`src/rtl/coin_acceptor.sv`:
```
// Coin acceptor front end: synchronises and debounces three raw coin sensors
// and turns each stable insertion into exactly one single-cycle output pulse.
// Pulses go out on nickel/dime/quarter for a clean single-sensor coin. A coin
// seen on several sensors, or inserted while the controller is inhibited,
// produces a pulse on reject instead.
module coin_acceptor #(
    parameter int DEBOUNCE_CYCLES = 4
) (
    input  logic clock,
    input  logic reset,
    input  logic coin_n_raw,
    input  logic coin_d_raw,
    input  logic coin_q_raw,
    input  logic inhibit,
    output logic nickel,
    output logic dime,
    output logic quarter,
    output logic reject,
    output logic busy
);

    typedef enum logic [1:0] {
        IDLE,
        DEBOUNCE,
        EMIT,
        WAIT_RELEASE
    } state_t;

    localparam logic [7:0] LAST = 8'(DEBOUNCE_CYCLES - 1);

    // Two-flop synchroniser; sync_p1 is the only sensor view the FSM uses.
    // Bit order is {q, d, n}.
    logic [2:0] sync_p0;
    logic [2:0] sync_p1;

    state_t     state;
    logic [7:0] cnt;
    logic [2:0] snap;

    // True when exactly one sensor is active.
    function automatic logic is_one_hot(input logic [2:0] v);
        return (v == 3'b001) || (v == 3'b010) || (v == 3'b100);
    endfunction

    // Synchronise the asynchronous sensor levels into the clock domain.
    always_ff @(posedge clock) begin
        if (reset) begin
            sync_p0 <= 3'b000;
            sync_p1 <= 3'b000;
        end else begin
            sync_p0 <= {coin_q_raw, coin_d_raw, coin_n_raw};
            sync_p1 <= sync_p0;
        end
    end

    // Debounce FSM with registered pulse outputs and registered busy flag.
    always_ff @(posedge clock) begin
        if (reset) begin
            state   <= IDLE;
            cnt     <= 8'd0;
            snap    <= 3'b000;
            nickel  <= 1'b0;
            dime    <= 1'b0;
            quarter <= 1'b0;
            reject  <= 1'b0;
            busy    <= 1'b0;
        end else begin
            nickel  <= 1'b0;
            dime    <= 1'b0;
            quarter <= 1'b0;
            reject  <= 1'b0;
            case (state)
                IDLE: begin
                    if (sync_p1 != 3'b000) begin
                        snap  <= sync_p1;
                        cnt   <= 8'd1;
                        state <= DEBOUNCE;
                        busy  <= 1'b1;
                    end
                end
                DEBOUNCE: begin
                    if (sync_p1 != snap) begin
                        // Sensor set moved before it settled: drop it and rescan.
                        state <= IDLE;
                        cnt   <= 8'd0;
                        busy  <= 1'b0;
                    end else if (cnt == LAST) begin
                        // Outputs are loaded on the edge entering EMIT so they
                        // are high for exactly the EMIT cycle; inhibit is taken
                        // at that same edge.
                        state <= EMIT;
                        if (inhibit || !is_one_hot(snap)) begin
                            reject <= 1'b1;
                        end else begin
                            nickel  <= snap[0];
                            dime    <= snap[1];
                            quarter <= snap[2];
                        end
                    end else begin
                        cnt <= cnt + 8'd1;
                    end
                end
                EMIT: begin
                    state <= WAIT_RELEASE;
                    cnt   <= 8'd0;
                end
                WAIT_RELEASE: begin
                    // Need DEBOUNCE_CYCLES consecutive quiet samples before
                    // another coin can start, so a held coin pulses once.
                    if (sync_p1 != 3'b000) begin
                        cnt <= 8'd0;
                    end else if (cnt == LAST) begin
                        state <= IDLE;
                        cnt   <= 8'd0;
                        busy  <= 1'b0;
                    end else begin
                        cnt <= cnt + 8'd1;
                    end
                end
                default: begin
                    state <= IDLE;
                    cnt   <= 8'd0;
                    busy  <= 1'b0;
                end
            endcase
        end
    end

endmodule
```
`config.mk`:
```
export PLATFORM = sky130hd
export DESIGN_NAME = coin_acceptor
export DESIGN_NICKNAME = d
export VERILOG_FILES = /design/src/rtl/coin_acceptor.sv
export SDC_FILE = /design/constraint.sdc
export NUM_CORES = 1
export LEC_CHECK = 0
export BUFFER_PORTS_ARGS = -buffer_cell sky130_fd_sc_hd__buf_2
export CAP_MARGIN = 10
export CORE_MARGIN = 5
export CORE_UTILIZATION = 45
export CTS_CLUSTER_SIZE = 24
export DETAILED_ROUTE_END_ITERATION = 10
export GPL_ROUTABILITY_DRIVEN = 1
export PLACE_DENSITY = 0.71
export SLEW_MARGIN = 20
export SYNTH_ARGS = -nofsm -noshare
export SYNTH_HDL_FRONTEND = slang
export SYNTH_SLANG_ARGS = --single-unit
```
`constraint.sdc`:
```
create_clock -name clock -period 1.7 [get_ports clock]
set_input_delay 0.34 -clock clock [delete_from_list [all_inputs] [get_ports clock]]
set_output_delay 0.34 -clock clock [all_outputs]
set_load 0.05 [all_outputs]
```
==> impl_metrics.toml, run 1 <==
[synth]
seq_area_frac_synth_pct = 43.5
synth_mux_area_share_pct = 0
synth_top_area_share_pct = 43.5
synth_flop_cell = "dfxtp_1"
synth_top_family_by_area = "simple AND/OR/NAND/NOR gates"
synth_top_cell_by_area = "dfxtp_1"
synth_fa_ha_area_share_pct = 1.13
synth_edf_count = 0
synth-seq-cells = 24
synth-compound-area-share_pct = 18.3
synth_area_leaders = "dfxtp_1 (43%), nand3_1 (4.1%), nor2_1 (4.1%)"
avgSynthCellArea_um2 = 8.91
synth_simple_gate_area_share_pct = 32.2
ys_warn_count = 0
synthesis.area_um2 = 1100
synth-xor-area-share_pct = 3.17
syn-instance-count = 124
synth.most_common_cell = "dfxtp_1"
async_flop_share_pct = 0
synth.distinct_cells = 35
synth_common_cells = "dfxtp_1 (24), nor2_1 (12), nand2_1 (11), nand3_1 (9), or3_1 (7)"
synth_nets = 131

[drt]
viasPerCell = 5.38
wl_um = 2440
wl_met1_um = 1150
highest_layer = "met4"
drc = 0
wl_met2_um = 1180
drt_iter0_drc = 32
dr.pass1.iters = 4
dr_total_vias = 990
antenna_left = 0
routedWlPerCell_um = 13.3
met3_length_um = 87

[layout]
layout-drive-gt1-share_pct = 35.1
fin_util_pct = 60.0
syn2layout_area_growth_pct = 30.9
fill_cells = 201
multi_input_area_um2 = 674
diodes = 0
fin_nets = 162
regArea_um2 = 482

[clock_network]
insertion_delay_ns = 0.31
cts_sinks = 24
clockRootBuffer = "clkbuf_4"
clk_pin_slew_ns = 0.13
clockBufferDepth = 2
cts_made_buffers = 3
hold_buffers = 0
cts_tree = "built"
htreeDepth = 1

[critical_path]
end_kind = "flip-flop"
rr_startpoint = "cnt[3]"
critPathLaunchType = "flip-flop"
setup.worst_path.class = "reg -> reg"
arrival_ns = 2.09
startpoint = "cnt[3]"
critPathMaxFanout = 7
reg2reg_slack_ns = -0.16
critPathCapture = "cnt[2]"
worst_ep_required_time_ns = 1.93
r2r_end = "cnt[2]"
reg2reg_depth = 6

[floorplanning]
dieArea_um2 = 3550
core-area_um2 = 2410
design.portCount = 11
rows = 18
die_w_um = 59.6
die_y_um = 59.6
start_util_pct = 45.8

[pwr]
p_leak_uw = 0.000561
p_sw_uw = 307
combPwrFrac_pct = 16.9
peakVddDrop_v = 0.000732
p_clk_share_pct = 33.8
power_uw = 1210
internal-power_uw = 906
swShare_pct = 25.3
sequentialPowerShare_pct = 49.3
power_density_nw_per_um2 = 838

[global_routing]
antenna_found_initial = 0
grt_pass1_vias = 979
track_usage_pct = 15.5
grt_max_degree = 25
grt_remaining_overflow = 0
grt_pass1_wl_um = 4170

[run_status]
violations = "setup timing"
outcome = "finished, violations left"

[timing]
fin_crit_sh_pct = 109
period_minus_slack_ns = 1.86
relSlewSlack_pct = 78.5
fmax_mhz = 539
drv_slew = 0
hold_viol = 0
rsz0062_at_grt = "true"
finalSetupViolations = 11
timing.final.ws_setup_ns = -0.156
worst_slew_pin_slew_ns = 0.322
holdWs_ns = 0.222
finalClockSkew_ns = 0.00289

[min_path]
hold_depth = 2
min_path_type = "in -> reg"

[placement]
portBuffers = 10
dp_hpwl_um = 1720
place_congestion = 0.745
dp_slack_ns = -0.130

[run]
max_cap_viol_count = 0
critical path: stages, from the launching register on:
cell     delay, ns
dfxtp_2       0.34
or4_4         0.53
or3_4         0.38
o21ai_4       0.26
buf_4         0.16
a21oi_2       0.03
o32ai_1       0.09
timing repair:
| item | in CTS | in global routing |
|---|---|---|
| setup endpoints to repair | 12 | 13 |
| gates resized for setup | 5 | 9 |
| setup buffers | 0 | 3 |
| cloned | 0 | 0 |
| pin swaps | 7 | 7 |
through the flow:
stage,cell area [um^2],cells,setup TNS [ns]
3_5_place_dp,1310,177,-0.890
6_report,1450,184,-1.05
2_1_floorplan,1110,124,-0.437
5_1_grt,1450,184,-1.70
3_3_place_gp,1310,177,-0.420
4_1_cts,1370,181,-0.937
registers in the layout, summed over array words and instances (netlist names), named ones only:
signal,count
snap,3
cnt,8
state,1
reject,1
nickel,1
busy,1
quarter,1
sync_p0,3
dime,1
sync_p1,3
power by group through the flow:
stage / clock network, uW / registers (uW) / logic, uW
finish: 410 / 598 / 205
global route: 443 / 601 / 223
CTS: 421 / 597 / 184
detailed placement: 0 / 610 / 180
global placement: 0 / 609 / 173
floorplan: 0 / 624 / 107
cell type report:
type / count / area share [%]
Sequential cell: 24 / 33.3
Inverter: 3 / 0.779
Tap cell: 30 / 2.60
Clock inverter: 1 / 2.08
Clock buffer: 3 / 1.56
Timing Repair Buffer: 28 / 13.1
Multi-Input combinational cell: 95 / 46.6
worst min path at each step:
stage               start         end  slack [ns]
4_1_cts        coin_d_raw  sync_p0[1]        0.22
5_1_grt        coin_d_raw  sync_p0[1]        0.22
3_3_place_gp   sync_p0[0]  sync_p1[0]        0.42
6_report       coin_d_raw  sync_p0[1]        0.22
2_1_floorplan       reset  sync_p1[1]        0.41
3_5_place_dp   sync_p0[1]  sync_p1[1]        0.42
layer usage:
metal	up-vias	GRT usage (%)
li1	512	-
met1	454	19.5
met2	20	25.0
met3	4	2.61
met4	0	8.54
met5	-	0
cells in the final DEF, fill, tap and decap left out, drive strengths merged, types with 5 or more instances in the layout:
cell,n
or3,8
a21oi,6
buf,28
nor2b,6
nor2,12
nand3,9
o21ai,5
dfxtp,24
nand2,11
nor3,6
cell families (layout without fill, tap and decap cells):
family,count (synthesis),in the layout
AOI/OAI and AO/OA,26,26
xor gates and xnor gates,4,4
and+or+nand+nor,64,64
buffers and inverters,5,35
DFF,24,24
adders and majority gates,1,1
Power figures use the tool's default switching activity.
==> run 2: changes to the inputs <==
Settings changed: CORE_ASPECT_RATIO from default to 0.8.
==> run 2 against run 1 <==
  * The flow still finishes with violations (setup timing)
  * Sequential share of layout area is 1.2 points higher
  * Total power is 0.75% lower
  * First-iteration DRC count is 66% higher
  * Wire length is 1.6% higher
  * Largest cell class unchanged
==> impl_metrics.toml, run 2 (synthesis gave the netlist of run 1 again) <==
[floorplanning]
start_util_pct = 46.0
die_y_um = 54.3
design.portCount = 11
die_w_um = 65.4
dieArea_um2 = 3550
rows = 16
core-area_um2 = 2400

[timing]
relSlewSlack_pct = 77.3
holdWs_ns = 0.222
timing.final.ws_setup_ns = -0.157
drv_slew = 0
worst_slew_pin_slew_ns = 0.339
hold_viol = 0
tns_ns = -0.781
period_minus_slack_ns = 1.86
fin_crit_sh_pct = 109
rsz0062_at_grt = "true"
fmax_mhz = 538
finalClockSkew_ns = 0.00364
finalSetupViolations = 9

[critical_path]
setup.worst_path.class = "reg -> reg"
path_delay_family = "simple AND/OR/NAND/NOR gates"
worst_ep_required_time_ns = 1.91
end_kind = "flip-flop"
arrival_ns = 2.07
crit_buf_inv = 0
critPathMaxFanout = 7
crit_path_max_incr_delay_ns = 0.53
slowest_stage = "or4_4"
crit_chain = "or4_4, or3_4, a21o_4, a21boi_2, o32ai_2"
critPathLaunchType = "flip-flop"

[layout]
fin_nets = 159
largest_reg_flops = 8
fill_cells = 225
multi_input_area_um2 = 649
regArea_um2 = 482
diodes = 0
syn2layout_area_growth_pct = 26.3
fin_util_pct = 58.1
final_cell_mix = "dfxtp_1 (23), buf_4 (14), nor2_1 (12), nand2_1 (10), buf_2 (10)"
mostFrequentLayoutCell = "dfxtp_1"
layout-drive-gt1-share_pct = 31.8
largest-register = "cnt"

[pwr]
sequentialPowerShare_pct = 49.7
p_sw_uw = 306
internal-power_uw = 897
p_leak_uw = 0.000532
combPwrFrac_pct = 15.9
power_uw = 1200
p_clk_share_pct = 34.3
swShare_pct = 25.4
peakVddDrop_v = 0.000680
power_density_nw_per_um2 = 863

[global_routing]
grt_max_degree = 25
grt_pass1_wl_um = 4200
grt_remaining_overflow = 0
antenna_found_initial = 0
track_usage_pct = 15.4
grt_pass1_vias = 911

[placement]
dp_slack_ns = -0.132
place_congestion = 0.802
dp_hpwl_um = 1770
portBuffers = 10

[clock_network]
htreeDepth = 1
cts_sinks = 24
cts_made_buffers = 3
clockRootBuffer = "clkbuf_4"
cts_tree = "built"
clockBufferDepth = 2
clk_pin_slew_ns = 0.14
insertion_delay_ns = 0.31

[drt]
dr.pass1.iters = 4
dr_total_vias = 971
viasPerCell = 5.46
drc = 0
antenna_left = 0
drt_iter0_drc = 53
wl_um = 2480
routedWlPerCell_um = 13.9

[run_status]
violations = "setup timing"
outcome = "finished, violations left"

[min_path]
min_path_type = "in -> reg"

[run]
max_cap_viol_count = 0
[run 2: cell count changes in the layout (fill, tap and decap cells not counted), moves of 2 or more]
cell | previous run | this run
buf_4 | 17 | 14
nor3_1 | 3 | 5
o32ai_1 | 2 | 0
o32ai_2 | 0 | 2
nor3_2 | 2 | 0
[run 2: worst paths after layout]
check	from	end	slack, ns	cells after the start
min reg2reg	sync_p0[2]	sync_p1[2]	0.45	1
max	cnt[3]	cnt[0]	-0.16	5
max reg2reg	cnt[3]	cnt[0]	-0.16	5
min	coin_n_raw	sync_p0[0]	0.22	2
[run 2: final cells by class]
type / instances / area share [%]
multi-input cells: 95 / 46.5
clock buffers: 3 / 1.61
clock inverters: 1 / 2.15
well taps: 27 / 2.42
inverters: 3 / 0.807
flip-flops and latches: 24 / 34.5
repair buffers: 25 / 11.9
[run 2: per-layer routing]
metal	vias to the layer above	global-route usage (%)	wire length, um
li1	507	-	-
met3	2	4.31	108
met4	0	3.10	13
met1	446	20.3	1210
met2	16	25.5	1150
met5	-	0	0
[run 2: power groups by stage]
stage / registers [uW] / logic [uW] / clock network (uW)
finish: 598 / 192 / 413
global route: 602 / 207 / 449
CTS: 598 / 182 / 423
detailed placement: 610 / 179 / 0
global placement: 609 / 173 / 0
floorplan: 624 / 107 / 0
[run 2: what timing repair did]
| action | CTS | global route |
|---|---|---|
| buffers inserted | 0 | 0 |
| gates resized for setup | 4 | 5 |
| pin swaps | 5 | 5 |
| hold buffers | 0 | 0 |
| setup endpoints to repair | 12 | 13 |
[run 2: stage by stage]
stage / cells / cell area [um^2]
final: 178 / 1400
after global routing: 178 / 1400
after CTS: 178 / 1370
after detailed placement: 174 / 1300
after global placement: 174 / 1300
after floorplan: 124 / 1110
